--- src/rtl/morse_pkg.sv ---
// morse_pkg
// Shared definitions for the Morse transmit path: FSM state type, timing
// unit counts for each keying phase, the word-space code, and the A..Z
// element table (also used by the receive side).
package morse_pkg;

  typedef enum logic [2:0] {IDLE, MARK, GAP, LGAP, SPACE} tx_state_t;

  // Phase lengths in Morse units
  localparam logic [2:0] DOT_U    = 3'd1;
  localparam logic [2:0] DASH_U   = 3'd3;
  localparam logic [2:0] EGAP_U   = 3'd1;
  localparam logic [2:0] LGAP_U   = 3'd3;
  localparam logic [2:0] WSPACE_U = 3'd7;

  localparam logic [4:0] CODE_SPACE = 5'd26;

  // Returns {len[2:0], pat[3:0]}. pat is MSB-first, 1 = dash, unused
  // low bits are zero. Codes outside 0..25 return all zeros.
  function automatic logic [6:0] morse_lookup(input logic [4:0] letter);
    logic [6:0] code;
    code = 7'd0;
    case (letter)
      5'd0:  code = {3'd2, 4'b0100}; // A .-
      5'd1:  code = {3'd4, 4'b1000}; // B -...
      5'd2:  code = {3'd4, 4'b1010}; // C -.-.
      5'd3:  code = {3'd3, 4'b1000}; // D -..
      5'd4:  code = {3'd1, 4'b0000}; // E .
      5'd5:  code = {3'd4, 4'b0010}; // F ..-.
      5'd6:  code = {3'd3, 4'b1100}; // G --.
      5'd7:  code = {3'd4, 4'b0000}; // H ....
      5'd8:  code = {3'd2, 4'b0000}; // I ..
      5'd9:  code = {3'd4, 4'b0111}; // J .---
      5'd10: code = {3'd3, 4'b1010}; // K -.-
      5'd11: code = {3'd4, 4'b0100}; // L .-..
      5'd12: code = {3'd2, 4'b1100}; // M --
      5'd13: code = {3'd2, 4'b1000}; // N -.
      5'd14: code = {3'd3, 4'b1110}; // O ---
      5'd15: code = {3'd4, 4'b0110}; // P .--.
      5'd16: code = {3'd4, 4'b1101}; // Q --.-
      5'd17: code = {3'd3, 4'b0100}; // R .-.
      5'd18: code = {3'd3, 4'b0000}; // S ...
      5'd19: code = {3'd1, 4'b1000}; // T -
      5'd20: code = {3'd3, 4'b0010}; // U ..-
      5'd21: code = {3'd4, 4'b0001}; // V ...-
      5'd22: code = {3'd3, 4'b0110}; // W .--
      5'd23: code = {3'd4, 4'b1001}; // X -..-
      5'd24: code = {3'd4, 4'b1011}; // Y -.--
      5'd25: code = {3'd4, 4'b1100}; // Z --..
      default: code = 7'd0;
    endcase
    return code;
  endfunction

endpackage

--- src/rtl/morse_transmitter_unit_timer.sv ---
// unit_timer
// Counts cycles of the current keying phase and flags its last cycle.
// Ports:
//   Clock   - system clock (posedge)
//   Reset   - synchronous active-low reset
//   restart - reload the count to 0 (asserted on every phase entry)
//   units   - length of the current phase in Morse units (0 = no phase)
//   expire  - high during the last cycle of a units*DOT_TICKS period
module unit_timer #(
  parameter int DOT_TICKS = 25_000_000,
  parameter int CNT_W     = $clog2(DOT_TICKS*7+1)
) (
  input  logic       Clock,
  input  logic       Reset,
  input  logic       restart,
  input  logic [2:0] units,
  output logic       expire
);

  logic [CNT_W-1:0] cnt_reg;
  logic [31:0]      span;
  logic [CNT_W-1:0] limit;

  always_comb begin
    span  = 32'(units) * 32'(DOT_TICKS);
    limit = CNT_W'(span - 32'd1);
  end

  // units==0 means no timed phase is running, so never expire
  assign expire = (units != 3'd0) && (cnt_reg == limit);

  always_ff @(posedge Clock) begin
    if (!Reset || restart) begin
      cnt_reg <= '0;
    end else begin
      cnt_reg <= cnt_reg + CNT_W'(1);
    end
  end

endmodule

--- src/rtl/morse_transmitter.sv ---
// morse_transmitter
// Keys out one Morse character per accepted request on key_out.
// Ports:
//   Clock   - system clock (posedge)
//   Reset   - synchronous active-low reset
//   letter  - 0..25 = A..Z, 26 = word space, 27..31 = illegal
//   valid   - request strobe, accepted when valid && ready
//   ready   - idle and able to accept a letter
//   key_out - keying output, 1 = tone/LED on
//   done    - one-cycle pulse when a character and its trailing gap finish
//   err     - one-cycle pulse when an illegal code is accepted
module morse_transmitter
  import morse_pkg::*;
#(
  parameter int DOT_TICKS = 25_000_000,
  parameter int CNT_W     = $clog2(DOT_TICKS*7+1)
) (
  input  logic       Clock,
  input  logic       Reset,
  input  logic [4:0] letter,
  input  logic       valid,
  output logic       ready,
  output logic       key_out,
  output logic       done,
  output logic       err
);

  tx_state_t  state_reg;
  logic [2:0] len_reg;
  logic [3:0] pat_reg;
  logic [1:0] idx_reg;
  logic       key_out_reg;
  logic       done_reg;
  logic       err_reg;
  logic       ready_reg;

  logic [2:0] units_next;
  logic       restart;
  logic       expire;
  logic       accept;
  logic       last_elem;
  logic [6:0] lookup;

  assign accept    = valid && ready_reg;
  assign lookup    = morse_lookup(letter);
  assign last_elem = ({1'b0, idx_reg} == (len_reg - 3'd1));

  // Length of the phase currently running
  always_comb begin
    units_next = 3'd0;
    case (state_reg)
      MARK:    units_next = pat_reg[2'd3 - idx_reg] ? DASH_U : DOT_U;
      GAP:     units_next = EGAP_U;
      LGAP:    units_next = LGAP_U;
      SPACE:   units_next = WSPACE_U;
      default: units_next = 3'd0;
    endcase
  end

  // Every phase end is also the entry into the next state, and the count
  // is held at zero while idle, so the first cycle of any phase sees cnt=0.
  assign restart = (state_reg == IDLE) || expire;

  unit_timer #(
    .DOT_TICKS(DOT_TICKS),
    .CNT_W    (CNT_W)
  ) u_timer (
    .Clock  (Clock),
    .Reset  (Reset),
    .restart(restart),
    .units  (units_next),
    .expire (expire)
  );

  always_ff @(posedge Clock) begin
    if (!Reset) begin
      state_reg   <= IDLE;
      len_reg     <= 3'd0;
      pat_reg     <= 4'd0;
      idx_reg     <= 2'd0;
      key_out_reg <= 1'b0;
      done_reg    <= 1'b0;
      err_reg     <= 1'b0;
      ready_reg   <= 1'b1;
    end else begin
      done_reg <= 1'b0;
      err_reg  <= 1'b0;
      case (state_reg)
        IDLE: begin
          if (accept) begin
            if (letter < CODE_SPACE) begin
              {len_reg, pat_reg} <= lookup;
              idx_reg     <= 2'd0;
              key_out_reg <= 1'b1;
              ready_reg   <= 1'b0;
              state_reg   <= MARK;
            end else if (letter == CODE_SPACE) begin
              ready_reg <= 1'b0;
              state_reg <= SPACE;
            end else begin
              // Illegal code: flag it and stay ready
              err_reg <= 1'b1;
            end
          end
        end
        MARK: begin
          if (expire) begin
            key_out_reg <= 1'b0;
            if (last_elem) begin
              state_reg <= LGAP;
            end else begin
              idx_reg   <= idx_reg + 2'd1;
              state_reg <= GAP;
            end
          end
        end
        GAP: begin
          if (expire) begin
            key_out_reg <= 1'b1;
            state_reg   <= MARK;
          end
        end
        LGAP, SPACE: begin
          if (expire) begin
            done_reg  <= 1'b1;
            ready_reg <= 1'b1;
            state_reg <= IDLE;
          end
        end
        default: begin
          key_out_reg <= 1'b0;
          ready_reg   <= 1'b1;
          state_reg   <= IDLE;
        end
      endcase
    end
  end

  assign ready   = ready_reg;
  assign key_out = key_out_reg;
  assign done    = done_reg;
  assign err     = err_reg;

endmodule

--- config.mk ---
export PLATFORM = sky130hd
export DESIGN_NAME = morse_transmitter
export DESIGN_NICKNAME = d
export VERILOG_FILES = /design/src/rtl/morse_pkg.sv /design/src/rtl/morse_transmitter_unit_timer.sv /design/src/rtl/morse_transmitter.sv
export SDC_FILE = /design/constraint.sdc
export NUM_CORES = 1
export LEC_CHECK = 0
export ABC_AREA = 1
export CAP_MARGIN = 15
export CORE_MARGIN = 10
export CORE_UTILIZATION = 30
export CTS_CLUSTER_SIZE = 12
export DETAILED_ROUTE_END_ITERATION = 8
export PLACE_DENSITY = 0.55
export SLEW_MARGIN = 20
export SYNTH_ARGS = -nofsm -noshare
export SYNTH_HDL_FRONTEND = slang
export SYNTH_SLANG_ARGS = --single-unit
--- constraint.sdc ---
create_clock -name Clock -period 8.2 [get_ports Clock]
set_input_delay 1.23 -clock Clock [delete_from_list [all_inputs] [get_ports Clock]]
set_output_delay 1.23 -clock Clock [all_outputs]
set_load 0.1 [all_outputs]
; After elaboration in Yosys (flattened, before gate mapping)
; Memory sizes are Yosys's and may differ from the RTL's. A register that Yosys moved wholly into a read port is not among the register bits.
; Index checks and enable logic that the tools add are counted.
[word_totals]
inputBits = 8
romBits = 224
elab_cells = 81
register_bits = 37
mem_count = 1
[classes]
n_eq_ne = 14
addsub = 5
n_lt_le_gt_ge = 2
n_mux = 28
bitwise_logic = 5
reduce_logical = 18
n_mul = 1
[mem_list]
columns = name, depth, width, read_ports, rd_clocked_by_memory_dff, wr, line_no
row1 = (no name shown), 32, 7, 1, 1, 0, morse_pkg.sv:23  ; case (letter)
[ops]
columns = cell, n
row1 = $add A28 B1 Y28 const B, 1
row2 = $eq A28 B28 Y1, 1
row3 = $sub A28 B1 Y28 const B, 1
row4 = $pmux W3 S4, 2
row5 = $mul A3 B19 Y22 const B, 1
row6 = $mux W3, 6
row7 = $reduce_and A5 Y1, 3
row8 = $mux W1, 11
row9 = $mux W2, 5
row10 = $ne A2 B2 Y1 const B, 5
row11 = $eq A3 B2 Y1 const B, 2
row12 = $eq A5 B5 Y1 const B, 1
row13 = $lt A5 B5 Y1 const B, 1
row14 = $not A1 Y1, 5
row15 = $pmux W1 S4, 1
row16 = $pmux W2 S2, 1
row17 = $reduce_and A4 Y1, 1
row18 = $reduce_or A2 Y1, 2
row19 = $reduce_or A4 Y1, 1
row20 = $eq A2 B3 Y1, 1
row21 = $eq A3 B1 Y1 const B, 1
row22 = $eq A3 B3 Y1 const B, 1
row23 = $logic_not A3 Y1, 1
row24 = $lt A2 B3 Y1 const B, 1
row25 = 14 further kinds, 17

; Logic depth before layout (Yosys ltp)
[depth]
ltp_word = 11
ltp_mapped = 30

; Hierarchy
; Synthesis repeated with hierarchy kept, for this count alone.
[hier_totals]
cells_unflattened = 774
hier_area_um2 = 4576.9
[modules_own_cells]
columns = module, cells_each, n_inst, seq_area_each_um2, area_each_um2
row1 = unit_timer, 569, 1, 560.5, 3263.1
row2 = morse_transmitter, 205, 1, 320.3, 1313.8

; Worst setup path before layout
; OpenSTA, ideal clock, no wires.
[synth_path]
path_type = register -> register
startpoint = register state_reg[1]
endpoint = register u_timer.cnt_reg[24]
stages_incl_launch_ff = 23
required_time_ns = 8.087
t_arrival_ns = 3.880
n_path_buf = 1
path_slack_ns = 4.207
path_cell_list = dfxtp_1 -> nor2_4 -> nand2_4 -> nand2_4 -> nor2_2 -> inv_2 -> fa_1 -> inv_1 -> fa_1 -> inv_1 -> nor3_1 -> inv_1 -> nor2_1 -> nand2_1 -> nand2_1 -> nand2_1 -> nand2_1 -> nand3_1 -> nor2_4 -> nand4_4 -> nand3_4 -> buf_6 -> nor2_2
[synth_via]
elab_chain_len = 8
word_cells_on_any_way = 13
[synth_rtl]
columns = element, line_no
row1 = from (decl), morse_transmitter.sv:28  ; tx_state_t state_reg;
row2 = from (signal assigned), morse_transmitter.sv:77  ; state_reg <= IDLE;
row3 = from (signal assigned), morse_transmitter.sv:96  ; state_reg <= MARK;
row4 = from (signal assigned), morse_transmitter.sv:99  ; state_reg <= SPACE;
row5 = "$eq A3 B3 Y1, or another cell as far along", morse_transmitter.sv:51  ; case (state_reg)
row6 = $pmux W3 S4, morse_transmitter.sv:51
row7 = $mul A3 B19 Y22, morse_transmitter_unit_timer.sv:25  ; span = 32'(units) * 32'(DOT_TICKS);
row8 = $sub A28 B1 Y28, morse_transmitter_unit_timer.sv:26  ; limit = CNT_W'(span - 32'd1);
row9 = $eq A28 B28 Y1, morse_transmitter_unit_timer.sv:30  ; assign expire = (units != 3'd0) && (cnt_reg == limit);
row10 = $logic_and A1 B1 Y1, morse_transmitter_unit_timer.sv:30
row11 = $logic_or A1 B1 Y1 *, morse_transmitter.sv:62  ; assign restart = (state_reg == IDLE) || expire;
row12 = $logic_or A1 B1 Y1 *, morse_transmitter_unit_timer.sv:33  ; if (!Reset || restart) begin
row13 = to (signal assigned), morse_transmitter_unit_timer.sv:36  ; cnt_reg <= cnt_reg + CNT_W'(1);
row14 = to (decl), morse_transmitter_unit_timer.sv:20  ; logic [CNT_W-1:0] cnt_reg;
; Mark *: on every way between the ends. The rest lies on a longest branch, timed or not.
; A chain may end at the register's enable or synchronous reset.

; Final worst setup path
[layout_path]
startpoint = register state_reg[2]
endpoint = register u_timer.cnt_reg[19]
; The elaborated chain is that of the path after synthesis.

==> reports/summary.md <==
The logs give 34.3% for the relative max-transition margin and 0.00166 uW for the reported leakage power. During synthesis, Yosys emitted a total of 0 warnings. Dividing total power by cell area gives a power density of 346 nW/um^2.

STA classifies the critical path endpoint as a flip-flop. The tools report the utilization after layout as 34.5%. Of the synthesized area, sequential elements account for 24.8%.

The final count of hold timing violations is 0, and the starting density of the core is 30.8%. The aggregate global-route resource usage was 10.4%; the number of H-tree branching levels was 2. The cell that appears most often on the critical path is sky130_fd_sc_hd__nand2_1.

After Yosys synthesis, full adders, half adders and majority gates account for 7.34% of the synthesized area. The post-route clock skew was 0.00778 ns. The number of top-level pins is 12, and the pin count of the biggest net entering global routing is 29. Measured along the x axis, the die boundary spans 129 um.

The clock period could shrink to 4.59 ns. The total length of routed wires was 8490 um; the ratio of final minimum period to clock period was 56.0%. The worst hold path belongs to the class flip-flop to flip-flop. The cell sitting at the root of the clock tree is a sky130_fd_sc_hd__clkbuf_16. The filler cells instantiated in the layout total 1248. The flow ran to the end, and the final reports show no timing, DRC or antenna violations. Area added between synthesis and finish: 12.0%. The tools report the number of antenna violations at the first check in global routing as 0. STA classifies the critical path startpoint as a flip-flop. The die covers 16600 sq um. Clock-pin slew was measured on the worst setup and hold paths at 0.06 ns.

Cell type with the largest total area after synthesis: sky130_fd_sc_hd__dfxtp_1. The post-synthesis instance area is 3540 sq um. For this design, the slowest cell found on the critical path is sky130_fd_sc_hd__fa_1.

Dividing the detail-routed via count by the number of cells gives 4.90. Before CTS, the worst setup slack after placement is 3.60 ns. Traced cell by cell, the critical path runs through inv_2 > nand3_2 > nand2_2 > nor2_2 > inv_2 > fa_1 > inv_1 > fa_1 > inv_1 > nor3_1 > nand4_2 > nor2_1 > nand2_1 > nor2_2 > nand2_1 > nand2_1 > nand2_2 > nand4_4 > nand3_4 > nor3b_1. Of the total synthesized cell area, the portion taken by XOR and XNOR cells is 2.97%. The number of global-route vias before repair is 3160, and the number of enable flip-flop cells after synthesis is 0. Detailed placement finished with a half-perimeter wire length of 6770 um. Setup TNS: 0 ns. The number of flip-flops under the largest register name came out at 28.

The total setup violations reported at the end of the flow is 0, and the detail-routed net length per standard cell is 12.3 um. The tools report the remaining global-route overflow as 0. Buffers added to address setup during post-CTS repair amount to 0.

In this run the tool buffered the top-level ports with 11 buffer cells. The latest clock arrival within the worst-skew pair is 0.29 ns. Summing the areas of all and, or, nand and nor instances in the mapped netlist gives 43.2% of the synthesized area. The data required time of the worst path is 8.40 ns, and the post-synthesis register bit count is 44. The fraction of synthesis flops using an asynchronous set or reset pin is 0%, and the synthesized netlist net count is 561. The synthesized netlist devotes 11.8% of its cell area to compound gates. The run gives 0 as the total of cells resized after clock tree synthesis. Multiplexer cells account for 0% of the synthesized area. Via count: 3383. Ranked by total cell area, the synthesized netlist is headed by sky130_fd_sc_hd__dfxtp_1 25%, sky130_fd_sc_hd__nand2_1 13%, sky130_fd_sc_hd__inv_1 7.6%, sky130_fd_sc_hd__nand3_1 6.8%, sky130_fd_sc_hd__nor2_1 5.8%. The congestion estimate from routability-driven global placement came to 0.867. The clock passes through at most 2 buffers.

Derived from the worst setup path, the maximum achievable clock frequency is 218 MHz. The core region is 11500 sq um. The number of diodes was 0. Before antenna repair, the detailed router went through 5 iterations. The violation count after the first detailed-route iteration was 171.

The first global-routing pass estimated 14500 um of wire. The largest stage delay on the critical path is 0.71 ns, and the number of pins with negative max-slew slack in the final report is 0. After floorplanning, the core was divided into 39 placement rows. The floorplan step set the die height to 129 um.

The number of unique standard cell types used by synthesis came out at 46. The run gives 4.80 ns as the arrival time reported for the critical path endpoint. By area, the combinational part of the netlist is dominated by simple AND/OR/NAND/NOR gates. For this design, the CTS-stage hold fixing added 0 buffers. Most common flop cell mapped by yosys: sky130_fd_sc_hd__dfxtp_1.

The type of the worst setup path was flip-flop to flip-flop. The logic depth of the worst register-to-register path is 20, and the number of clock sinks is 44. After technology mapping, the gate count stands at 534. Setup slack closes at 3.61 ns.

The worst hold path passes through 2 cells. The fraction of layout instances using a drive strength above 1 is 10.6%, and the storage element area is 881 sq um. Setup repair after global routing left no endpoint under its margin. For the pin with the worst max-slew slack, the measured transition is 0.983 ns. The run gives 2320 sq um as the area occupied by multi-input gates. Of the post-synthesis cell area, the dominant cell type holds 24.8%.

After detailed routing, the number of remaining DRC violations is 0. The total number of nets in the final design is 573. The detail route stage leaves a number of antenna-violating nets equal to 0. The number of clock buffers added by TritonCTS is 5. The average footprint of a synthesized cell came out at 6.64 sq um. Across the run, the number of max-cap violations was 0. TritonCTS built the clock tree. Along the worst path, the maximum fanout reaches 28. For the maximum vdd ir drop, the log shows 0.124 mV.
stage by stage:
stage,power [uW],cells,hold WS (ns),area [sq um]
after floorplan,968,534,0.430,3540
after global placement,1130,682,0.452,3790
after detailed placement,1130,682,0.458,3790
after CTS,1380,690,0.468,3970
after global routing,1510,690,0.503,3970
final,1370,690,0.469,3970
cells in the final DEF, fill, tap and decap left out, types with 9 or more instances in the layout:
master / count
sky130_fd_sc_hd__nand2_1: 125
sky130_fd_sc_hd__inv_1: 72
sky130_fd_sc_hd__nor2_1: 55
sky130_fd_sc_hd__nand3_1: 48
sky130_fd_sc_hd__dfxtp_1: 44
sky130_fd_sc_hd__o21ai_0: 21
sky130_fd_sc_hd__nand4_1: 18
sky130_fd_sc_hd__a21oi_1: 17
sky130_fd_sc_hd__ha_1: 16
sky130_fd_sc_hd__nor3_1: 14
sky130_fd_sc_hd__clkdlybuf4s50_1: 11
sky130_fd_sc_hd__xor2_1: 9
final timing paths:
| kind | slack, ns | startpoint | to |
|---|---|---|---|
| min | 0.47 | pat_reg[0] | pat_reg[0] |
| max reg2reg | 3.61 | state_reg[2] | u_timer.cnt_reg[19] |
| max | 3.61 | state_reg[2] | u_timer.cnt_reg[19] |
| min reg2reg | 0.47 | pat_reg[0] | pat_reg[0] |
cell usage after synthesis (2+ instances only):
| library cell | n |
|---|---|
| sky130_fd_sc_hd__nand2_2 | 8 |
| sky130_fd_sc_hd__nand3_4 | 3 |
| sky130_fd_sc_hd__inv_4 | 2 |
| sky130_fd_sc_hd__o21ai_1 | 2 |
| sky130_fd_sc_hd__xor2_1 | 9 |
| sky130_fd_sc_hd__nor2_4 | 4 |
| sky130_fd_sc_hd__clkbuf_1 | 2 |
| sky130_fd_sc_hd__nand3_1 | 48 |
| sky130_fd_sc_hd__or2_2 | 4 |
| sky130_fd_sc_hd__nor3b_1 | 5 |
| sky130_fd_sc_hd__nor2_2 | 3 |
| sky130_fd_sc_hd__o21ai_0 | 21 |
| sky130_fd_sc_hd__o2111ai_1 | 2 |
| sky130_fd_sc_hd__o211ai_1 | 5 |
| sky130_fd_sc_hd__clkinv_1 | 3 |
| sky130_fd_sc_hd__nand2_1 | 125 |
| sky130_fd_sc_hd__fa_1 | 3 |
| sky130_fd_sc_hd__nor3_1 | 14 |
| sky130_fd_sc_hd__ha_1 | 16 |
| sky130_fd_sc_hd__inv_2 | 3 |
| sky130_fd_sc_hd__a31oi_1 | 6 |
| sky130_fd_sc_hd__dfxtp_1 | 44 |
| sky130_fd_sc_hd__xnor2_1 | 3 |
| sky130_fd_sc_hd__nand4_1 | 18 |
| sky130_fd_sc_hd__inv_1 | 72 |
| sky130_fd_sc_hd__nand2_4 | 4 |
| sky130_fd_sc_hd__a21oi_1 | 17 |
| sky130_fd_sc_hd__nor2_1 | 55 |
| sky130_fd_sc_hd__a21oi_2 | 8 |
| sky130_fd_sc_hd__nand3_2 | 5 |
| sky130_fd_sc_hd__buf_6 | 2 |
| sky130_fd_sc_hd__nor4_1 | 4 |
cell families after synthesis:
family	after synthesis
AO/OA/AOI/OAI	67
AND/OR/NAND/NOR	306
flip-flops	44
XOR/XNOR	12
adder cells (fa/ha/maj)	19
buffers and inverters	86
layer usage:
layer  vias up  global-route usage (%)  share of wire (%)
met1      1550                    12.8                 48
met4         0                    3.55                1.6
met5         -                       0                  0
li1       1783                       -                  -
met2        41                    17.8                 48
met3         9                    1.89                2.4
report_power, final:
part	total, uW	switching [uW]	internal (uW)
Combinational	873	594	279
Clock	240	87.7	153
Sequential	261	23.7	237
Total	1370	705	669
cell type report:
type | instances | area share [%]
multi-input cells | 404 | 58.4
flip-flops and latches | 44 | 22.2
inverters | 80 | 7.69
well taps | 143 | 4.51
clock buffers | 6 | 3.50
repair buffers | 11 | 2.77
clock inverters | 2 | 0.977
worst max-delay path, delay by kind of cell, from the launching register on:
kind	cells	cell delay, ns
buffers and inverters	4	0.41
DFF	1	0.49
adders and majority gates	2	1.32
and+or+nand+nor	14	2.28
Note: power is estimated with default switching activity, not from simulation.
==> edit 1, RTL diff (same flow settings) <==
`DOT_TICKS` is set to 25_000_000 in 2 places; all go to 50_000_000.
--- a/src/rtl/morse_transmitter_unit_timer.sv
+++ b/src/rtl/morse_transmitter_unit_timer.sv
@@ -9,3 +9,3 @@
 module unit_timer #(
-  parameter int DOT_TICKS = 25_000_000,
+  parameter int DOT_TICKS = 50_000_000,
   parameter int CNT_W     = $clog2(DOT_TICKS*7+1)
--- a/src/rtl/morse_transmitter.sv
+++ b/src/rtl/morse_transmitter.sv
@@ -14,3 +14,3 @@
 #(
-  parameter int DOT_TICKS = 25_000_000,
+  parameter int DOT_TICKS = 50_000_000,
   parameter int CNT_W     = $clog2(DOT_TICKS*7+1)
Check against the original RTL: same outputs for any inputs over 10 cycles, from zero or initial values and one cycle with Reset low; that may be too few to reach the edited logic, so the function may still have changed.
==> edit 1 against the original RTL <==
  * Routed wire length shrank 16%
  * Synthesized area shrank 13%
  * Critical path type unchanged
  * Design area shrank 14%
  * Power shrank 35%
  * Sequential cell count grew 1
  * Largest power group unchanged
  * Highest routed layer unchanged
  * Combinational power shrank 44%
  * Maximum frequency grew 6.1%
  * Sequential share of layout area grew 4.3 points
  * Core utilization shrank 0.20 points
  * Cell count shrank 9.3%
  * Setup slack gained 0.27 ns
==> edit 1: results (changes against the original RTL) <==
vias: 3003  # was 3383
r2r_cells: 24  # was 20
vdd_drop_max_mv: 0.0906  # was 0.124 mV
dp_hpwl_um: 5600  # was 6770 µm
drive_gt1_frac: 0.0507  # was 0.106
synth_commonest_cells: "nand2_1 (111), inv_1 (71), nor2_1 (64), dfxtp_1 (45), nand3_1 (38)"  # was nand2_1 (125), inv_1 (72), nor2_1 (55), nand3_1 (48), dfxtp_1 (44)
synth_cell_type_count: 35  # was 46
fin_ws_ns: 3.87  # was 3.61 ns
grt_max_degree: 30  # was 29
synth-seq-area-share: 0.292  # was 0.248
gr-usage-all-layers: 0.0992  # was 0.104
dp_slack_ns: 3.82  # was 3.60 ns
cp_slowest_cell: "nand3_2"  # was fa_1
drtIter0Drc: 177  # was 171
wl_um: 7100  # was 8490 µm
cp_max_fo: 29  # was 28
holdWs_ns: 0.464  # was 0.469 ns
slowest_delay_ns: 0.47  # was 0.71 ns
clock-skew-final_ns: 0.00775  # was 0.00778 ns
dr.pass1.iters: 4  # was 5
tightest_slew_ns: 0.967  # was 0.983 ns
status: "finished, final reports clean"  # unchanged
worstSetupStartpoint: "state_reg[0]"  # was state_reg[2]
nets: 515  # was 573
p_leak_nw: 1.39  # was 1.66 nW
dr_wl_met3_um: 190  # was 207 µm
edit 1: cell count changes after synthesis, moves of 5 or more:
cell	unedited run	this run
a21oi_2	8	0
nand3_1	48	38
xnor2_1	3	9
nor2_1	55	64
nor3_1	14	19
a21oi_1	17	22
nand2_1	125	111
edit 1: layout make-up:
| cell class | count | area, µm² |
|---|---|---|
| clock inverters | 1 | 7.51 |
| multi-input cells | 356 | 1860 |
| flip-flops and latches | 45 | 901 |
| well taps | 133 | 166 |
| fillers | 1091 | 6510 |
| repair buffers | 11 | 110 |
| clock buffers | 7 | 76.3 |
| inverters | 73 | 274 |
edit 1: through the flow:
step            util  cell area (µm²)  power [mW]
2_1_floorplan      -             3090       0.664
3_3_place_gp   0.334             3310       0.742
3_5_place_dp   0.334             3310       0.755
4_1_cts        0.343             3400       0.896
5_1_grt        0.343             3400       0.984
6_report       0.343             3400       0.887
edit 1: cell families after synthesis:
family,share of synthesized area
xor gates and xnor gates,0.0397
and+or+nand+nor,0.396
AOI/OAI and AO/OA,0.106
adders and majority gates,0.0608
buffers and inverters,0.106
DFF,0.292
edit 1: power by group through the flow:
stage,Sequential (mW),Clock [mW],Combinational (mW)
2_1_floorplan,0.286,0,0.378
3_3_place_gp,0.266,0,0.476
3_5_place_dp,0.268,0,0.487
4_1_cts,0.262,0.144,0.489
5_1_grt,0.266,0.152,0.565
6_report,0.262,0.139,0.486
edit 1: critical path: cells and delay by family, from the launching register on:
kind	cells	cell delay (ns)
and+or+nand+nor	15	2.55
buffers and inverters	6	0.42
adders and majority gates	3	0.93
DFF	1	0.35
edit 1: routing by layer:
layer,vias up,track usage
met5,-,0
li1,1592,-
met1,1357,0.130
met2,46,0.161
met3,8,0.0135
met4,0,0.0365
==> edit 2, RTL diff (config.mk and constraints unchanged) <==
Made on the original files. Re-encode `tx_state_t` (5 states) as one-hot, 5 bits wide.
--- a/src/rtl/morse_pkg.sv
+++ b/src/rtl/morse_pkg.sv
@@ -6,3 +6,3 @@
 
-  typedef enum logic [2:0] {IDLE, MARK, GAP, LGAP, SPACE} tx_state_t;
+  typedef enum logic [4:0] {IDLE = 5'b00001, MARK = 5'b00010, GAP = 5'b00100, LGAP = 5'b01000, SPACE = 5'b10000} tx_state_t;
 
Check against the original RTL: no difference found for any inputs over 10 cycles, from zero or initial values and one cycle with Reset low; not proved beyond that.
==> edit 2 against the original RTL <==
  * Synthesized area increased by 9.0%
  * Sequential cell count increased by 2
  * Synthesized cell count increased by 17%
  * Design area increased by 7.5%
  * Routed wire length increased by 17%
  * Power decreased by 1.9%
  * Clock skew decreased by 0.0047 ns
  * Die area increased by 7.5%
  * Setup slack got worse by 0.18 ns
  * Cell count increased by 17%
  * Core utilization decreased by 0.65 points
  * Highest routed layer unchanged
==> edit 2: results (changes against the original RTL) <==
wl_um: 9940  # was 8490 µm
grt_pass1_vias: 3515  # was 3160
yosys_warnings: 0  # unchanged
place_inst: 799  # was 682
clockPowerShare: 0.144  # was 0.175
whs_path_depth: 1  # was 2
holdWs_ns: 0.453  # was 0.469 ns
drive_gt1_frac: 0.0789  # was 0.106
gp_congestion: 0.879  # was 0.867
dp_slack_ns: 3.48  # was 3.60 ns
r2r_cells: 27  # was 20
crit_end: "state_reg[2]"  # was u_timer.cnt_reg[19]
vdd_drop_max_mv: 0.111  # was 0.124 mV
tightest_slew_ns: 0.973  # was 0.983 ns
hp-class: "flip-flop to flip-flop"  # unchanged
p_per_area_nw_per_um2: 316  # was 346 nW/µm²
synth-xor-area-share: 0.0295  # was 0.0297
synth_cell_type_count: 40  # was 46
nets: 661  # was 573
drtIter0Drc: 356  # was 171
synth_compound_area_frac: 0.116  # was 0.118
hold_end: "u_timer.cnt_reg[0]"  # was pat_reg[0]
ctsHoldBuffers: 0  # unchanged
holdCritStartpoint: "u_timer.cnt_reg[0]"  # was pat_reg[0]
slowest_delay_ns: 0.65  # was 0.71 ns
avgRoutedWirePerCell_um: 12.3  # about the same
synthAdderAreaFrac: 0.0674  # was 0.0734
synth_commonest_cells: "nand2_1 (162), inv_1 (81), nor2_1 (69), nand3_1 (56), dfxtp_1 (46)"  # was nand2_1 (125), inv_1 (72), nor2_1 (55), nand3_1 (48), dfxtp_1 (44)
vias: 3896  # was 3383
clock-skew-final_ns: 0.00310  # was 0.00778 ns
fin_ws_ns: 3.42  # was 3.61 ns
comb_power_mw: 0.871  # was 0.873 mW
synth_cells: 625  # was 534
synth-seq-area-share: 0.238  # was 0.248
synth_nets: 652  # was 561
gr-usage-all-layers: 0.111  # was 0.104
yosys-mux-area-fraction: 0  # unchanged
grt_pass1_wl_um: 16800  # was 14500 µm
dp_hpwl_um: 7830  # was 6770 µm
place_area_um2: 4130  # was 3790 µm²
synthTopCellsByArea: "dfxtp_1 (24%), nand2_1 (16%), inv_1 (7.9%)"  # was dfxtp_1 (25%), nand2_1 (13%), inv_1 (7.6%)
p_leak_nw: 1.86  # was 1.66 nW
arrival_ns: 4.97  # was 4.80 ns
status: "finished, final reports clean"  # unchanged
worstSetupStartpoint: "state_reg[1]"  # was state_reg[2]
post_cts_buffers: 0  # unchanged
cp_max_fo: 17  # was 28
power_switching_mw: 0.705  # about the same
-- edit 2: cell count changes after synthesis, moves of 7 or more --
cell / unedited run / this run
nor2_1: 55 / 69
inv_1: 72 / 81
o21ai_0: 21 / 30
a21oi_2: 8 / 1
nand4_1: 18 / 8
nand3_1: 48 / 56
a21oi_1: 17 / 29
nand2_1: 125 / 162
nand2_2: 8 / 16
nor3_1: 14 / 23
-- edit 2: metal layers --
| layer | routed length, µm | up-vias | global-route usage |
|---|---|---|---|
| li1 | - | 2034 | - |
| met1 | 5030 | 1769 | 0.155 |
| met2 | 4400 | 87 | 0.170 |
| met3 | 368 | 6 | 0.0150 |
| met4 | 136 | 0 | 0.0363 |
| met5 | 0 | - | 0 |
-- edit 2: final cells by class --
cell class / instances / area (µm²)
well taps: 172 / 215
inverters: 90 / 338
repair buffers: 11 / 110
fillers: 1428 / 8350
flip-flops and latches: 46 / 921
multi-input cells: 480 / 2550
clock buffers: 7 / 133
